<file path="src/rtl/mem_port_arbiter.sv">
// mem_port_arbiter: shares the single memory data port between the CPU load/store path and the RAS spill/fill engine.
// Latency: grant, cpu_hold and mem_* are combinational in the request cycle; read data is tagged back RD_LAT cycles later.
// Backpressure: the CPU normally wins; define ARB_STARVE_GUARD_EN to add a starvation guard that stalls the CPU for one cycle.
module mem_port_arbiter #(
    parameter int AW         = 32,
    parameter int DW         = 32,
    parameter int RD_LAT     = 1,
    parameter int STARVE_MAX = 8
) (
    input  logic          clk,
    input  logic          rst,
    // CPU data path
    input  logic          cpu_rd,
    input  logic          cpu_wr,
    input  logic [AW-1:0] cpu_addr,
    input  logic [DW-1:0] cpu_din,
    input  logic [3:0]    cpu_wen,
    input  logic [2:0]    cpu_strctrl,
    output logic          cpu_hold,
    output logic          cpu_rvalid,
    output logic [DW-1:0] cpu_dout,
    // RAS spill/fill engine
    input  logic          ras_rd,
    input  logic          ras_wr,
    input  logic [AW-1:0] ras_addr,
    input  logic [DW-1:0] ras_din,
    output logic          ras_gnt,
    output logic          ras_rvalid,
    output logic [DW-1:0] ras_dout,
    // memory port
    output logic          mem_en,
    output logic [3:0]    mem_wen,
    output logic [2:0]    mem_strctrl,
    output logic [AW-1:0] mem_addr,
    output logic [DW-1:0] mem_din,
    input  logic [DW-1:0] mem_dout
);

    // Reject parameter values the tag pipe and counter cannot represent.
    if (RD_LAT < 1 || RD_LAT > 4) begin : g_bad_rd_lat
        $error("mem_port_arbiter: RD_LAT must be 1..4");
    end
    if (STARVE_MAX < 1 || STARVE_MAX > 255) begin : g_bad_starve_max
        $error("mem_port_arbiter: STARVE_MAX must be 1..255");
    end

    logic cpu_req;
    logic ras_req;
    logic cpu_sel;   // CPU owns the port this cycle
    logic ras_sel;   // RAS owns the port this cycle
    logic force_st;  // CPU is being stalled to let RAS through

    assign cpu_req = cpu_rd | cpu_wr;
    assign ras_req = ras_rd | ras_wr;

`ifdef ARB_STARVE_GUARD_EN
    localparam logic [7:0] STARVE_LIM = 8'(STARVE_MAX);

    typedef enum logic {
        NORMAL = 1'b0,
        FORCE  = 1'b1
    } state_t;

    state_t     state;
    state_t     state_nxt;
    logic [7:0] starve_cnt;
    logic [7:0] starve_nxt;

    // State and starvation counter registers.
    always_ff @(posedge clk) begin
        if (rst) begin
            state      <= NORMAL;
            starve_cnt <= 8'd0;
        end else begin
            state      <= state_nxt;
            starve_cnt <= starve_nxt;
        end
    end

    // Winner selection and next state; FORCE is entered the cycle after the counter hits its limit.
    always_comb begin
        state_nxt  = NORMAL;
        starve_nxt = starve_cnt;
        cpu_sel    = 1'b0;
        ras_sel    = 1'b0;
        force_st   = 1'b0;
        case (state)
            NORMAL: begin
                if (cpu_req) begin
                    cpu_sel = 1'b1;
                end else if (ras_req) begin
                    ras_sel = 1'b1;
                end
                if (ras_sel) begin
                    starve_nxt = 8'd0;
                end else if (ras_req && starve_cnt != 8'hFF) begin
                    starve_nxt = starve_cnt + 8'd1;
                end
                if (ras_req && !ras_sel && starve_nxt >= STARVE_LIM) begin
                    state_nxt = FORCE;
                end
            end
            FORCE: begin
                // A withdrawn RAS request leaves the port idle; the CPU is still held.
                force_st   = 1'b1;
                ras_sel    = ras_req;
                starve_nxt = 8'd0;
                state_nxt  = NORMAL;
            end
            default: begin
                state_nxt  = NORMAL;
                starve_nxt = 8'd0;
            end
        endcase
    end
`else
    // Fixed CPU priority: RAS only gets cycles the CPU leaves free.
    always_comb begin
        cpu_sel  = cpu_req;
        ras_sel  = ras_req & ~cpu_req;
        force_st = 1'b0;
    end
`endif

    // Drive the memory port from the winner; everything reads as zero while in reset.
    always_comb begin
        mem_en      = 1'b0;
        mem_wen     = 4'b0000;
        mem_strctrl = 3'b000;
        mem_addr    = '0;
        mem_din     = '0;
        ras_gnt     = 1'b0;
        cpu_hold    = 1'b0;
        if (!rst) begin
            cpu_hold = force_st;
            if (cpu_sel) begin
                mem_en      = 1'b1;
                mem_addr    = cpu_addr;
                mem_din     = cpu_din;
                mem_strctrl = cpu_strctrl;
                mem_wen     = cpu_wr ? cpu_wen : 4'b0000;
            end else if (ras_sel) begin
                mem_en      = 1'b1;
                ras_gnt     = 1'b1;
                mem_addr    = ras_addr;
                mem_din     = ras_din;
                mem_strctrl = ras_wr ? 3'b100 : 3'b000;
                mem_wen     = ras_wr ? 4'b1111 : 4'b0000;
            end
        end
    end

    // Tag pipe: one {valid, owner} stage per cycle of read latency; owner 1 means RAS.
    logic              rd_issue;
    logic              rd_owner;
    logic [RD_LAT-1:0] tag_vld;
    logic [RD_LAT-1:0] tag_own;

    assign rd_issue = ~rst & ((cpu_sel & cpu_rd) | (ras_sel & ras_rd));
    assign rd_owner = ras_sel;

    // Shift read tags toward the output stage; reset drops anything in flight.
    always_ff @(posedge clk) begin
        if (rst) begin
            tag_vld <= '0;
            tag_own <= '0;
        end else begin
            tag_vld[0] <= rd_issue;
            tag_own[0] <= rd_owner;
            for (int i = 1; i < RD_LAT; i++) begin
                tag_vld[i] <= tag_vld[i-1];
                tag_own[i] <= tag_own[i-1];
            end
        end
    end

    assign cpu_rvalid = ~rst & tag_vld[RD_LAT-1] & ~tag_own[RD_LAT-1];
    assign ras_rvalid = ~rst & tag_vld[RD_LAT-1] &  tag_own[RD_LAT-1];
    assign cpu_dout   = rst ? '0 : mem_dout;
    assign ras_dout   = rst ? '0 : mem_dout;

endmodule
</file>
<file path="config.mk">
export PLATFORM = sky130hd
export DESIGN_NAME = mem_port_arbiter
export DESIGN_NICKNAME = d
export VERILOG_FILES = /design/src/rtl/mem_port_arbiter.sv
export SDC_FILE = /design/constraint.sdc
export NUM_CORES = 1
export LEC_CHECK = 0
export CORE_AREA = 2 2 123 125
export CTS_BUF_LIST = sky130_fd_sc_hd__clkbuf_4
export CTS_CLUSTER_DIAMETER = 60
export DETAILED_ROUTE_END_ITERATION = 12
export DIE_AREA = 0 0 125 127
export PLACE_DENSITY = 0.54
export REMOVE_ABC_BUFFERS = 1
export SKIP_LAST_GASP = 1
export SLEW_MARGIN = 20
export SYNTH_ARGS = -nofsm -noshare
export SYNTH_HDL_FRONTEND = slang
export SYNTH_SLANG_ARGS = --single-unit
export TNS_END_PERCENT = 100
</file>
<file path="constraint.sdc">
create_clock -name clk -period 1.5 [get_ports clk]
set_clock_uncertainty 0.2 [all_clocks]
set_input_delay 0.15 -clock clk [delete_from_list [all_inputs] [get_ports clk]]
set_output_delay 0.15 -clock clk [all_outputs]
set_load 0.02 [all_outputs]
</file>
# Word level (Yosys, flattened, before mapping)
# Index checks and enable logic that the tools add are counted.
# totals
register_bits,2
input_bits,173
out_inout_bits,140
elab_cells,36
# op_classes
muxes,21
bitwise_logic,13
# op_table
cell,n
two-way mux 32 bit,7
two-way mux 4 bit,5
two-way mux 3 bit,4
bitwise AND 1 bit,7
two-way mux 1 bit,5
NOT 1 bit,3
bitwise OR 1 bit,3

# Depth between registers and ports, before layout
# logic_depth
ltp_word,6
ltp_mapped,5
depth_no_buf,2

# Worst setup path before layout
# OpenSTA, ideal clock, no wires.
# synth_timing
kind,in2out
from,in rst
to,out ras_gnt
arrival_time_ns,1.302
required_ns,1.150
setup_slack_ns,-0.152
stages,4
path_buffers,3
path_cell_list,buf_2 > buf_2 > buf_2 > nor4_1
# synth_between
elab_chain_cells,1
# synth_rtl
element,line,source
"start, declared",11,"input logic rst,"
two-way mux 1 bit,134,if (!rst) begin
"end, declared",27,"output logic ras_gnt,"
# Every way passes these cells.

# Worst setup path after layout
# layout_timing
from,in ras_wr
to,out mem_addr[27]
# layout_between
elab_chain_cells,5
# layout_rtl
element,line,source
"start, declared",24,"input logic ras_wr,"
bitwise OR 1 bit,54,assign ras_req = ras_rd | ras_wr;
bitwise AND 1 bit,120,ras_sel = ras_req & ~cpu_req;
two-way mux 32 bit,142,end else if (ras_sel) begin
two-way mux 32 bit,136,if (cpu_sel) begin
two-way mux 32 bit,134,
"end, declared",34,"output logic [AW-1:0] mem_addr,"
# Every way passes these cells.

==> results <==
## worst max-delay path by stage
| stage | startpoint | endpoint | slack (ns) | depth (start not counted) |
|---|---|---|---|---|
| finish | ras_wr | mem_addr[27] | -0.14 | 7 |
| CTS | ras_rd | mem_din[8] | -0.24 | 7 |
| global placement | ras_wr | mem_addr[9] | -0.85 | 5 |
| global route | ras_wr | mem_din[30] | -0.16 | 7 |
| floorplan | cpu_rd | mem_addr[0] | -0.66 | 2 |
| detailed placement | ras_wr | mem_addr[9] | -0.86 | 5 |
## sequential cells by signal, summed over array words and instances, names as in the netlist
register  flops
tag_vld       1
tag_own       1
## metal layers
metal | track usage (%) | up-vias
met3 | 3.39 | 14
met2 | 31.0 | 191
met4 | 2.68 | 0
met1 | 19.8 | 1524
li1 | - | 1515
met5 | 0 | -
## report_power, final
part	switching, W	total (W)	internal [W]
Combinational	0.000804	0.00192	0.00112
Clock	0.0000319	0.000120	0.0000884
Sequential	0.00000130	0.0000577	0.0000564
Total	0.000837	0.00210	0.00126
## cell type report
class | instances | area (um^2)
tap | 184 | 230
fill | 1462 | 8780
sequential | 2 | 40.0
multi-input combinational | 185 | 1450
inverter | 1 | 3.75
clock buffer | 3 | 22.5
timing repair buffer | 363 | 3900
## cells by family after synthesis
group,Yosys count,synth area share [%]
AO/OA/AOI/OAI,73,36.2
buffers and inverters,68,25.7
flip-flops,2,2.08
AND/OR/NAND/NOR,111,35.8
other,1,0.195
## critical path, stage by stage
cell and delay, ns:
buf_8 0.10, or2_4 0.25, buf_12 0.14, buf_12 0.14
buf_16 0.13, a32o_2 0.25, buf_6 0.13
## metrics by stage
stage / hold WS [ns] / area [um^2]
after detailed placement: 0.455 / 5050
after floorplan: 0.0191 / 1430
final: 0.0271 / 5640
after global routing: 0.0237 / 5640
after global placement: 0.447 / 5050
after CTS: 0.0124 / 5850
## Yosys cell counts
| master | n | share of area [%] |
|---|---|---|
| a21oi_1 | 7 | 1.8 |
| a32o_1 | 64 | 33 |
| and2_1 | 2 | 0.65 |
| and3b_1 | 1 | 0.46 |
| buf_2 | 15 | 3.9 |
| buf_4 | 39 | 15 |
| buf_6 | 10 | 5.9 |
| clkbuf_1 | 3 | 0.59 |
| conb_1 | 1 | 0.19 |
| dfxtp_1 | 2 | 2.1 |
| inv_1 | 1 | 0.19 |
| nand2_1 | 4 | 0.78 |
| nand2b_1 | 1 | 0.33 |
| nor2_1 | 1 | 0.19 |
| nor2_2 | 1 | 0.33 |
| nor2b_1 | 96 | 31 |
| nor3b_1 | 1 | 0.39 |
| nor4_1 | 2 | 0.65 |
| o21ai_0 | 1 | 0.26 |
| o21ba_4 | 1 | 0.85 |
| or2_1 | 1 | 0.33 |
| or3b_1 | 1 | 0.46 |
## repair_timing
action / in CTS / in global routing
gates cloned: 16 / 0
gates resized for setup: 588 / 93
pin swaps: 52 / 16
endpoints found under the setup margin: 137 / 119
setup buffers: 14 / 5
==> impl_metrics.env <==
export IMPL_clk_pin_slew_ns=0.03
export IMPL_max_cap_violations=0
export IMPL_fin_crit_ns=1.64
export IMPL_cts_root_buf="clkbuf_4"
export IMPL_finalCritPeriodShare_pct=109
export IMPL_fmax_ghz=0.610
export IMPL_powerDensity_nw_per_um2=372
export IMPL_portBuffers=311
export IMPL_drtIter0Drc=107
export IMPL_via_per_inst=4.40
export IMPL_status="complete, but fails checks"
export IMPL_place_ws_ns=-0.863
export IMPL_grt_overflow=0
export IMPL_cp_max_fo=5
export IMPL_synthesis_area_um2=1920
export IMPL_final_util_pct=39.1
export IMPL_diodes=0
export IMPL_syn2layout_area_growth_pct=193
export IMPL_ant_nets=0
export IMPL_peakVddDrop_v=0.000170
export IMPL_grt_pass1_vias=3474
export IMPL_cp_required_ns=1.15
export IMPL_clock_path_buffers=2
export IMPL_layout_drive_gt1_share_pct=40.6
export IMPL_drc=0
export IMPL_worst_setup_path_end_kind="output port"
export IMPL_gp_congestion=0.813
export IMPL_synth_distinct_cells=22
export IMPL_wl_met1_um=5720
export IMPL_worstSetupPathType="in -> out"
export IMPL_report_final_slew_viol_count=0
export IMPL_nets=729
export IMPL_hold_viol=0
export IMPL_synthCells=255
export IMPL_grt_setup_unrepaired="yes"
export IMPL_violations="negative setup slack"
export IMPL_mostFrequentLayoutCells="167 x clkdlybuf4s50_1, 89 x nor2b_1, 70 x buf_6"
export IMPL_core_area_um2=14400
export IMPL_dieHeight_um=127
export IMPL_die_area_um2=15900
export IMPL_place_hpwl_um=9920
export IMPL_worstPathArrival_ns=1.29
export IMPL_vias=3244
export IMPL_num_rows=44
export IMPL_holdPathEnd="tag_own"
export IMPL_top_level_ports=313
export IMPL_dr_pass1_iters=4
export IMPL_dp_cells=706
export IMPL_cts_tree="done"
export IMPL_power_total_w=0.00210
export IMPL_worstHoldPathCells=3
export IMPL_yosys_warnings=0
export IMPL_hp_class="in -> reg"
export IMPL_cts_buffers=3
export IMPL_tns_ns=-6.57
export IMPL_clkSinkCount=2
export IMPL_cts_hold_buf=0
export IMPL_grt_max_degree=56
export IMPL_worst_slack_ns=-0.140
export IMPL_layout_commonest_cell="clkdlybuf4s50_1"
export IMPL_die_w_um=125
export IMPL_setup_viol=64
export IMPL_grt_use_total_pct=16.5
export IMPL_htreeDepth=1
export IMPL_grt_antenna_before_repair=0
export IMPL_routed_top_layer="met4"
export IMPL_ys_seq_area_share_pct=2.08
export IMPL_wl_met2_um=7430
export IMPL_fin_cells=738
export IMPL_initial_core_util_pct=13.3
export IMPL_post_drt_wl_per_cell_um=19.5
export IMPL_p_leak_nw=2.43
export IMPL_grt_first_pass_wirelength_um=20800
export IMPL_synth_seq_cells=2
export IMPL_avgSynthCellArea_um2=7.55
export IMPL_drt_total_wl_um=14400
export IMPL_min_from="cpu_rd"
export IMPL_start_kind="input pin"
export IMPL_wl_met3_um=1070
Note: power is estimated with default switching activity, not from simulation.
